===== config.mk =====
export PLATFORM = sky130hd
export DESIGN_NAME = mem_access_ctrl_flat
export DESIGN_NICKNAME = d
export VERILOG_FILES = /design/src/rtl/mem_access_ctrl_pkg.sv /design/src/rtl/mem_access_ctrl_if.sv /design/src/rtl/mem_access_ctrl.sv /design/src/flat_wrapper.sv
export SDC_FILE = /design/constraint.sdc
export NUM_CORES = 1
export LEC_CHECK = 0
export ABC_AREA = 1
export ABC_CLOCK_PERIOD_IN_PS = 4700
export CAP_MARGIN = 25
export CORE_MARGIN = 2
export CORE_UTILIZATION = 51
export DETAILED_ROUTE_END_ITERATION = 10
export GPL_ROUTABILITY_DRIVEN = 0
export GPL_TIMING_DRIVEN = 0
export PLACE_DENSITY_LB_ADDON = 0.08
export SLEW_MARGIN = 20
export SYNTH_ARGS = -nofsm -noshare
export SYNTH_HDL_FRONTEND = slang
export SYNTH_SLANG_ARGS = --single-unit

===== constraint.sdc =====
create_clock -name clk -period 4.7 [get_ports clk]
set_input_delay 1.41 -clock clk [delete_from_list [all_inputs] [get_ports clk]]
set_output_delay 1.41 -clock clk [all_outputs]
set_load 0.05 [all_outputs]

===== src/rtl/mem_access_ctrl_pkg.sv =====
// Shared op codes and FSM state encodings for the RAM access controller.
package mem_access_ctrl_pkg;

    typedef enum logic [1:0] {
        OP_READ  = 2'b00,
        OP_WRITE = 2'b01,
        OP_FILL  = 2'b10,
        OP_COPY  = 2'b11
    } op_e;

    typedef enum logic [1:0] {
        ST_IDLE = 2'b00,
        ST_RD   = 2'b01,
        ST_CAP  = 2'b10,
        ST_WR   = 2'b11
    } state_e;

endpackage


===== src/rtl/mem_access_ctrl_if.sv =====
// Client command/response channel plus single-port RAM port of the access controller.
interface mem_access_ctrl_if #(
    parameter int ADDR_WIDTH = 6,
    parameter int DATA_WIDTH = 16
);
    logic                  req_valid;
    logic                  req_ready;
    logic [1:0]            req_op;
    logic [ADDR_WIDTH-1:0] req_addr;
    logic [ADDR_WIDTH-1:0] req_dst;
    logic [ADDR_WIDTH-1:0] req_len;
    logic [DATA_WIDTH-1:0] req_data;
    logic                  rsp_valid;
    logic [DATA_WIDTH-1:0] rsp_data;
    logic                  done;
    logic                  mem_we;
    logic [ADDR_WIDTH-1:0] mem_addr;
    logic [DATA_WIDTH-1:0] mem_data;
    logic [DATA_WIDTH-1:0] mem_out;

    // Master is the client plus the RAM; slave is the controller.
    modport master (
        output req_valid, req_op, req_addr, req_dst, req_len, req_data, mem_out,
        input  req_ready, rsp_valid, rsp_data, done, mem_we, mem_addr, mem_data
    );

    modport slave (
        input  req_valid, req_op, req_addr, req_dst, req_len, req_data, mem_out,
        output req_ready, rsp_valid, rsp_data, done, mem_we, mem_addr, mem_data
    );
endinterface


===== src/rtl/mem_access_ctrl.sv =====
// Sequences a single-port synchronous RAM for READ/WRITE/FILL/COPY commands
// accepted over a valid/ready handshake.
module mem_access_ctrl
    import mem_access_ctrl_pkg::*;
#(
    parameter int ADDR_WIDTH = 6,
    parameter int DATA_WIDTH = 16
) (
    input  logic             clk,
    input  logic             rst,
    mem_access_ctrl_if.slave bus
);

    state_e                state_q, state_d;
    op_e                   op_q, op_d;
    logic [ADDR_WIDTH-1:0] src_q, src_d;
    logic [ADDR_WIDTH-1:0] dst_q, dst_d;
    logic [ADDR_WIDTH-1:0] cnt_q, cnt_d;
    logic [DATA_WIDTH-1:0] data_q, data_d;
    logic [DATA_WIDTH-1:0] rsp_data_q, rsp_data_d;
    logic                  rsp_valid_q, rsp_valid_d;
    logic                  done_q, done_d;

    always_ff @(posedge clk or posedge rst) begin
        if (rst) begin
            state_q     <= ST_IDLE;
            op_q        <= OP_READ;
            src_q       <= '0;
            dst_q       <= '0;
            cnt_q       <= '0;
            data_q      <= '0;
            rsp_data_q  <= '0;
            rsp_valid_q <= 1'b0;
            done_q      <= 1'b0;
        end else begin
            state_q     <= state_d;
            op_q        <= op_d;
            src_q       <= src_d;
            dst_q       <= dst_d;
            cnt_q       <= cnt_d;
            data_q      <= data_d;
            rsp_data_q  <= rsp_data_d;
            rsp_valid_q <= rsp_valid_d;
            done_q      <= done_d;
        end
    end

    // WRITE and FILL share the WR path: dst_q is the write pointer for every op,
    // src_q the read pointer, cnt_q the words still to be written.
    always_comb begin
        state_d     = state_q;
        op_d        = op_q;
        src_d       = src_q;
        dst_d       = dst_q;
        cnt_d       = cnt_q;
        data_d      = data_q;
        rsp_data_d  = rsp_data_q;
        rsp_valid_d = 1'b0;
        done_d      = 1'b0;
        unique case (state_q)
            ST_IDLE: begin
                if (bus.req_valid) begin
                    op_d   = op_e'(bus.req_op);
                    src_d  = bus.req_addr;
                    dst_d  = bus.req_addr;
                    data_d = bus.req_data;
                    cnt_d  = bus.req_len;
                    unique case (op_e'(bus.req_op))
                        OP_READ:  state_d = ST_RD;
                        OP_WRITE: begin
                            cnt_d   = ADDR_WIDTH'(1);
                            state_d = ST_WR;
                        end
                        OP_FILL: begin
                            if (bus.req_len == '0) done_d  = 1'b1;
                            else                   state_d = ST_WR;
                        end
                        OP_COPY: begin
                            dst_d = bus.req_dst;
                            if (bus.req_len == '0) done_d  = 1'b1;
                            else                   state_d = ST_RD;
                        end
                    endcase
                end
            end
            ST_RD: state_d = ST_CAP;
            ST_CAP: begin
                if (op_q == OP_READ) begin
                    rsp_data_d  = bus.mem_out;
                    rsp_valid_d = 1'b1;
                    done_d      = 1'b1;
                    state_d     = ST_IDLE;
                end else begin
                    data_d  = bus.mem_out;
                    state_d = ST_WR;
                end
            end
            ST_WR: begin
                cnt_d = cnt_q - ADDR_WIDTH'(1);
                src_d = src_q + ADDR_WIDTH'(1);
                dst_d = dst_q + ADDR_WIDTH'(1);
                if (cnt_q == ADDR_WIDTH'(1)) begin
                    done_d  = 1'b1;
                    state_d = ST_IDLE;
                end else if (op_q == OP_COPY) begin
                    state_d = ST_RD;
                end
            end
            default: state_d = ST_IDLE;
        endcase
    end

    // RAM port is a pure decode of registered state, so mem_we falls with rst.
    assign bus.req_ready = (state_q == ST_IDLE);
    assign bus.mem_we    = (state_q == ST_WR);
    assign bus.mem_addr  = (state_q == ST_WR) ? dst_q :
                           ((state_q == ST_RD) || (state_q == ST_CAP)) ? src_q : '0;
    assign bus.mem_data  = (state_q == ST_WR) ? data_q : '0;
    assign bus.rsp_valid = rsp_valid_q;
    assign bus.rsp_data  = rsp_data_q;
    assign bus.done      = done_q;

endmodule


===== src/flat_wrapper.sv =====
// flat-port wrapper written by rule: the top's interface ports become plain ports
module mem_access_ctrl_flat import mem_access_ctrl_pkg::*;
#(
    parameter int ADDR_WIDTH = 6,
    parameter int DATA_WIDTH = 16
)
  (clk, rst, bus_req_valid, bus_req_op, bus_req_addr, bus_req_dst, bus_req_len, bus_req_data, bus_mem_out, bus_req_ready, bus_rsp_valid, bus_rsp_data, bus_done, bus_mem_we, bus_mem_addr, bus_mem_data);
  mem_access_ctrl_if #(.ADDR_WIDTH(ADDR_WIDTH), .DATA_WIDTH(DATA_WIDTH)) bus_i ();
  input  logic clk;
  input  logic rst;
  input wire logic [$bits(bus_i.req_valid)-1:0] bus_req_valid;
  input wire logic [$bits(bus_i.req_op)-1:0] bus_req_op;
  input wire logic [$bits(bus_i.req_addr)-1:0] bus_req_addr;
  input wire logic [$bits(bus_i.req_dst)-1:0] bus_req_dst;
  input wire logic [$bits(bus_i.req_len)-1:0] bus_req_len;
  input wire logic [$bits(bus_i.req_data)-1:0] bus_req_data;
  input wire logic [$bits(bus_i.mem_out)-1:0] bus_mem_out;
  output wire logic [$bits(bus_i.req_ready)-1:0] bus_req_ready;
  output wire logic [$bits(bus_i.rsp_valid)-1:0] bus_rsp_valid;
  output wire logic [$bits(bus_i.rsp_data)-1:0] bus_rsp_data;
  output wire logic [$bits(bus_i.done)-1:0] bus_done;
  output wire logic [$bits(bus_i.mem_we)-1:0] bus_mem_we;
  output wire logic [$bits(bus_i.mem_addr)-1:0] bus_mem_addr;
  output wire logic [$bits(bus_i.mem_data)-1:0] bus_mem_data;
  assign bus_i.req_valid = bus_req_valid;
  assign bus_i.req_op = bus_req_op;
  assign bus_i.req_addr = bus_req_addr;
  assign bus_i.req_dst = bus_req_dst;
  assign bus_i.req_len = bus_req_len;
  assign bus_i.req_data = bus_req_data;
  assign bus_i.mem_out = bus_mem_out;
  assign bus_req_ready = bus_i.req_ready;
  assign bus_rsp_valid = bus_i.rsp_valid;
  assign bus_rsp_data = bus_i.rsp_data;
  assign bus_done = bus_i.done;
  assign bus_mem_we = bus_i.mem_we;
  assign bus_mem_addr = bus_i.mem_addr;
  assign bus_mem_data = bus_i.mem_data;
  mem_access_ctrl #(.ADDR_WIDTH(ADDR_WIDTH), .DATA_WIDTH(DATA_WIDTH)) u_core (.clk(clk), .rst(rst), .bus(bus_i));
endmodule

**Word-level counts from Yosys, hierarchy flattened**

Index checks and enable logic that the tools add are counted.

- Input bits: 55
- Bits in latches: 0
- Memory bits (read-only): 0
- Memory bits (writable): 0
- Output and inout port bits: 42
- Memories: 0
- Logic and storage cells: 67
- Register bits: 56

- Shift operators: 0
- $lt $le $gt $ge: 0
- Bitwise gates (word level): 0
- Muxes and demuxes: 29
- Add/sub/neg operators: 3
- Divide/modulo/power cells: 0
- $mul: 0
- Equal/unequal tests: 13
- Reductions and logical operators: 13

Operators by type and width:

| kind | number |
|---|---|
| two-way mux 16 bit | 3 |
| two-way mux 6 bit | 7 |
| case mux 6 bit (2 select lines) | 3 |
| case mux 16 bit (2 select lines) | 1 |
| case mux 2 bit (4 select lines) | 2 |
| adder 6 x 1 -> 6 bit, second input constant | 2 |
| two-way mux 2 bit | 6 |
| equality test 2 bit, second input constant | 5 |
| equality test 6 x 1 -> 1 bit, second input constant | 1 |
| logical NOT 2 bit | 3 |
| logical NOT 6 bit | 1 |
| two-way mux 1 bit | 6 |
| != test 3 bit, second input constant | 2 |
| AND reduction 2 bit | 3 |
| subtractor 6 x 1 -> 6 bit, second input constant | 1 |
| equality test 2 x 1 -> 1 bit, second input constant | 2 |
| != test 2 bit, second input constant | 2 |
| AND reduction 4 bit | 1 |
| nonzero test 2 bit | 2 |
| != test 3 x 1 -> 1 bit, second input constant | 1 |
| case mux 1 bit (3 select lines) | 1 |
| AND reduction 3 bit | 1 |
| OR reduction 2 bit | 1 |
| logical OR 1 bit | 1 |

**Depth between registers and ports, before layout**

- Word-level depth: 5
- Gate-level depth with buffers: 10
- Mapped depth without buffers: 10

**Worst setup path after synthesis**

OpenSTA, ideal clock, no wires.

- Path type: reg2out
- Start point: register u_core.state_q[0]
- End point: output bus_mem_addr[1]
- Arrival time: 2.467 ns
- Setup slack: 0.823 ns
- Path buffers: 2
- Stages on the path, launching flop included: 6
- Required time: 3.290 ns
- Path through: dfrtp_1 -> ha_1 -> buf_2 -> inv_2 -> buf_2 -> o21ai_0

- Elaborated cells between the ends (all ways): 6
- Those cells by class: eq/ne: 3; mux: 2; reduce/logical: 1

RTL lines:

| element | RTL line | source |
|---|---|---|
| from (decl) | mem_access_ctrl.sv:14 | `state_e state_q, state_d;` |
| from (signal assigned) | mem_access_ctrl.sv:36 | `state_q <= state_d;` |
| equality test 2 bit | n/a |  |
| net bus_mem_we | flat_wrapper.sv:22 | `output wire logic [$bits(bus_i.mem_we)-1:0] bus_mem_we;` |
| two-way mux 6 bit | mem_access_ctrl.sv:116 | `assign bus.mem_addr = (state_q == ST_WR) ? dst_q :` |
| to (decl) | flat_wrapper.sv:23 | `output wire logic [$bits(bus_i.mem_addr)-1:0] bus_mem_addr;` |

The timed path passes the listed nets, and every way through them passes these cells.

**Worst setup path after layout**

- Start point: register u_core.state_q[0]
- End point: output bus_mem_addr[5]

- Cells in the longest elaborated chain, start to end: 4
- Elaborated cells between the ends (all ways): 6
- Those cells by class: eq/ne: 3; mux: 2; reduce/logical: 1

RTL lines:

| element | RTL line | source |
|---|---|---|
| equality test 2 x 1 -> 1 bit / equality test 2 bit (equally long branches) | mem_access_ctrl.sv:117 | `((state_q == ST_RD) \|\| (state_q == ST_CAP)) ? src_q : '0;` |
| logical OR 1 bit | mem_access_ctrl.sv:117 |  |
| two-way mux 6 bit | mem_access_ctrl.sv:117 |  |
| two-way mux 6 bit * | mem_access_ctrl.sv:116 |  |

Mark *: on every way between the ends. The rest lies on a longest branch, timed or not.

==> impl_results.rst <==
.. list-table::
   :header-rows: 1

   * - Metric
     - Value
   * - Worst vdd ir
     - 0.517 mV
   * - Number of buffers created by CTS
     - 5
   * - Hold Fails Final Rpt
     - 0
   * - Fmax
     - ~240 MHz
   * - Total inserted antenna cells
     - 0
   * - Synth Area in Simple Gates
     - between 20% and 30%
   * - Cell depth of the worst flop-to-flop path
     - 7
   * - Layout cell share with drive strength beyond 1
     - 9.11%
   * - Post-synthesis xor/xnor area fraction
     - 0.267%
   * - Highest cell delay on the worst timing path
     - between 0.8 and 0.9 ns
   * - Remaining global-route overflow
     - 0
   * - Sequential share of the synthesized area
     - a little over two fifths
   * - Nets in the synthesized netlist
     - 500
   * - Critical path buffers and inverters
     - 4
   * - Prevailing post-synth register cell
     - sky130_fd_sc_hd__dfrtp_1
   * - Worst Setup End Kind
     - output port
   * - Tightest slew margin relative to the limit
     - a little over half
   * - Initial antenna violation count
     - 0
   * - Leading area contributor after synthesis
     - sky130_fd_sc_hd__dfrtp_1
   * - Critical Path Slowest Stage Cell
     - sky130_fd_sc_hd__clkdlybuf4s50_1
   * - Skew-Pair Late Insertion Delay
     - 0.31 ns
   * - Total Routed Length
     - between 8 and 9 mm
   * - Area inside the core boundary
     - about 6300 µm²
   * - Path type of the worst min-delay path
     - flop to flop
   * - Worst-case clock skew
     - 0.0111 ns
   * - Pin slew with the least headroom to its limit
     - 0.712 ns
   * - Result of the run
     - finished clean
   * - Vertical die dimension
     - 84.3 µm
   * - CTS tree
     - yes
   * - Synth-to-Final Area Change
     - 35.7%
   * - Number of gates resized after cts
     - 0
   * - Count of cell types in the netlist
     - 32
   * - Required time worst endpoint
     - 3.29 ns
   * - Origin of the critical flop-to-flop path
     - u_core.state_q[0]
   * - Number of placed cells counting well taps
     - a little over 600
   * - Crit path DAT
     - 2.72 ns
   * - Die span in x
     - 84.3 µm
   * - Most repeated cell in the gate-level netlist after synthesis
     - sky130_fd_sc_hd__nand2_1
   * - CTS clk-pin slew, worst paths
     - approximately 0.11 ns
   * - Count of hold-fix buffers inserted at cts
     - 0
   * - End of the worst hold path
     - u_core.bus.rsp_data[2]
   * - Shortest clock period the worst path allows after layout
     - 4.13 ns
   * - Number of nets still failing antenna checks after routing
     - 0
   * - Number of warnings printed during yosys synthesis
     - 0
   * - Cell Rows
     - 29
   * - Maximum number of pins on one net before global-route repair
     - 57
   * - Deepest level of the CTS H-tree
     - 2
   * - Multiplexer fraction of the synthesized cell area
     - 0%
   * - Top-area cell type share of the netlist area
     - between 40% and 50%
   * - Synthesized area divided by synthesized cell count
     - between 7 and 8 µm²
   * - Power Dens Cells
     - around 760 nW/µm²
   * - Sequential cell area
     - roughly 1400 µm²
   * - Initial drt markers
     - approximately 160
   * - Finish-stage setup viols
     - 0
   * - Placed wire-length estimate after detailed placement
     - between 6 and 7 mm
   * - Number of global-route vias before repair
     - roughly 3,100
   * - End of the worst register-to-register path
     - u_core.dst_q[1]
   * - Main combinational cell family by area after synthesis
     - simple AND/OR/NAND/NOR gates
   * - Maximum buffer depth of the clock tree
     - 2
   * - Reg-to-reg setup timing slack
     - 2.90 ns
   * - Final-stage net count
     - 603
   * - Number of synthesized flops with an enable pin
     - 0
   * - Largest fanout of any net on the critical path
     - 10
   * - CP Launch Type
     - flop
   * - Category of cells accounting for the largest share of critical-path delay
     - buffers and inverters
   * - Port Buf Inserts
     - 96
   * - Average wire per cell in the routed design
     - roughly 14 µm
   * - Share of flip-flops with an asynchronous set or reset after synthesis
     - 100%
   * - Global-route wire length before repair
     - roughly 14 mm
   * - Count of state elements after synthesis
     - 56
   * - Cell types with the highest counts after synthesis
     - sky130_fd_sc_hd__nand2_1 (128), sky130_fd_sc_hd__dfrtp_1 (56), sky130_fd_sc_hd__inv_1 (46), sky130_fd_sc_hd__nor2_1 (33), sky130_fd_sc_hd__o21ai_0 (32)
   * - Number of buffers inserted by post-CTS setup repair
     - 0
   * - Total area of multi-input combinational cells
     - roughly 1600 µm²
   * - Dominant cells by area after synthesis
     - sky130_fd_sc_hd__dfrtp_1 (43%), sky130_fd_sc_hd__nand2_1 (15%), sky130_fd_sc_hd__inv_1 (5.3%), sky130_fd_sc_hd__o21ai_0 (4.9%), sky130_fd_sc_hd__ha_1 (4.2%)
   * - Series of cell instances along the critical path
     - ha_1 > buf_2 > inv_2 > buf_2 > nand2_1 > o22ai_1 > clkdlybuf4s50_1
   * - Total number of vias
     - between 3,000 and 4,000
   * - MaxCap Viol Count
     - 0
   * - Post-Layout Cell Count
     - 615
   * - Average vias per placed instance
     - 5.26
   * - Leak Pwr
     - approximately 2.2 nW
   * - Critical Setup Path Class
     - flop to output port
   * - Cell count after synthesis
     - roughly 430
   * - Area of the die
     - slightly above 7000 µm²
   * - Fillers
     - roughly 530
   * - Clock tree root driver cell
     - sky130_fd_sc_hd__clkbuf_8
   * - Remaining DRCs
     - 0
   * - Starting Density
     - roughly 52%
   * - Share of synthesized cell area in full adder, half adder and majority cells
     - under 10%
   * - Complex-gate fraction of the synthesized area
     - between 10% and 20%
   * - Hold wc startpoint
     - u_core.bus.rsp_data[2]
   * - RSZ-0062 raised after global routing
     - no
   * - Cell area after synthesis
     - roughly 3300 µm²
   * - TritonRoute pass-1 iters
     - 5
   * - Sum of negative setup slack
     - 0 ns
   * - IO Count
     - 97
   * - Overall fraction of global-route tracks in use
     - between 20% and 30%
   * - Sink Count
     - 56
   * - Dominant cell type by count on the critical path
     - sky130_fd_sc_hd__buf_2
   * - Hold Path Cell Cnt
     - 2
   * - Final worst path period share
     - between 80 and 90%
   * - Max-slew violation total from the final report
     - 0
==> report_power, final <==
part           leakage [nW]  switching (mW)  internal, mW  total (mW)
logic                  1.44            1.42         0.755        2.17
clock network        0.0541           0.163         0.158       0.321
registers             0.672           0.160         0.725       0.885
total                  2.17            1.74          1.64        3.38
==> worst reg2reg max path, stage by stage (launching register included) <==
cell                       delay [ns]
sky130_fd_sc_hd__dfrtp_1         0.44
sky130_fd_sc_hd__ha_1            0.24
sky130_fd_sc_hd__buf_2           0.19
sky130_fd_sc_hd__inv_2           0.19
sky130_fd_sc_hd__buf_2           0.28
sky130_fd_sc_hd__nand3_1         0.12
sky130_fd_sc_hd__o211ai_1        0.11
sky130_fd_sc_hd__o21ai_0         0.13
==> how the worst max path moves through the flow <==
stage / slack, ns / end / startpoint / depth (start not counted)
after global routing: 0.43 / bus_mem_addr[2] / u_core.state_q[0] / 7
after CTS: 0.55 / bus_mem_addr[0] / u_core.state_q[0] / 7
final: 0.57 / bus_mem_addr[5] / u_core.state_q[0] / 7
after floorplan: 0.82 / bus_mem_addr[1] / u_core.state_q[0] / 5
after detailed placement: 0.92 / bus_mem_addr[0] / u_core.state_q[0] / 7
after global placement: 0.83 / u_core.bus.rsp_data[12] / rst / 2
==> flip-flops by register name, indices dropped and copies added (netlist names) <==
signal and count:
u_core.cnt_q 6, u_core.bus.rsp_data 16, u_core.bus.done 1, u_core.op_q 2
u_core.state_q 2, u_core.dst_q 6, u_core.src_q 6, u_core.bus.rsp_valid 1
u_core.data_q 16
==> per-layer routing <==
layer / track usage, % / wire length, µm / vias up
met5: 0 / 0 / -
li1: - / - / 1599
met3: 4.13 / 505 / 8
met2: 43.3 / 4350 / 103
met1: 32.6 / 3830 / 1525
met4: 5.72 / 106 / 0
==> stage by stage <==
stage               hold slack [ns]  worst slack, ns  instance area [µm²]  power (mW)  util [%]
global route                  0.502            0.431                 4460        3.62      71.0
floorplan                     0.453            0.823                 3280        2.41         -
CTS                           0.486            0.553                 4460        3.38      71.0
global placement              0.454            0.828                 4340        3.00      69.2
finish                        0.482            0.565                 4460        3.38      71.0
detailed placement            0.461            0.922                 4340        3.06      69.2
==> placed cells by master (no fill, tap or decap), types with 3 or more instances in the layout <==
cell                              synthesis  routed
sky130_fd_sc_hd__nor2_1                  33      33
sky130_fd_sc_hd__inv_1                   46      45
sky130_fd_sc_hd__or2_1                    6       6
sky130_fd_sc_hd__o21a_1                   4       4
sky130_fd_sc_hd__buf_1                    3       3
sky130_fd_sc_hd__a21oi_1                 18      18
sky130_fd_sc_hd__buf_2                   10      10
sky130_fd_sc_hd__clkdlybuf4s50_1          0      96
sky130_fd_sc_hd__nand2_1                128     128
sky130_fd_sc_hd__o211ai_1                 9       9
sky130_fd_sc_hd__buf_6                    5       5
sky130_fd_sc_hd__dfrtp_1                 56      56
sky130_fd_sc_hd__o21ai_0                 32      32
sky130_fd_sc_hd__or2_2                    7       7
sky130_fd_sc_hd__nand3_1                 20      20
sky130_fd_sc_hd__clkbuf_8                 0       5
sky130_fd_sc_hd__o211ai_2                 5       5
sky130_fd_sc_hd__ha_1                    11      11
sky130_fd_sc_hd__inv_2                    6       6
sky130_fd_sc_hd__o21ai_1                  9       9
sky130_fd_sc_hd__o22ai_1                  8       8
==> cell families (layout without fill, tap and decap cells) <==
group	after synthesis	count (layout)
XOR/XNOR	1	1
AO/OA/AOI/OAI	92	92
buffers and inverters	72	176
AND/OR/NAND/NOR	202	202
flip-flops	56	56
adder cells (fa/ha/maj)	11	11
==> final cells by class <==
cell class	instances	share of cell area, %
Sequential cell	56	31.5
Clock buffer	5	1.54
Timing Repair Buffer	96	21.6
Multi-Input combinational cell	306	35.1
Buffer	20	2.81
Tap cell	77	2.16
Clock inverter	3	0.955
Inverter	52	4.44
Power figures use the tool's default switching activity.
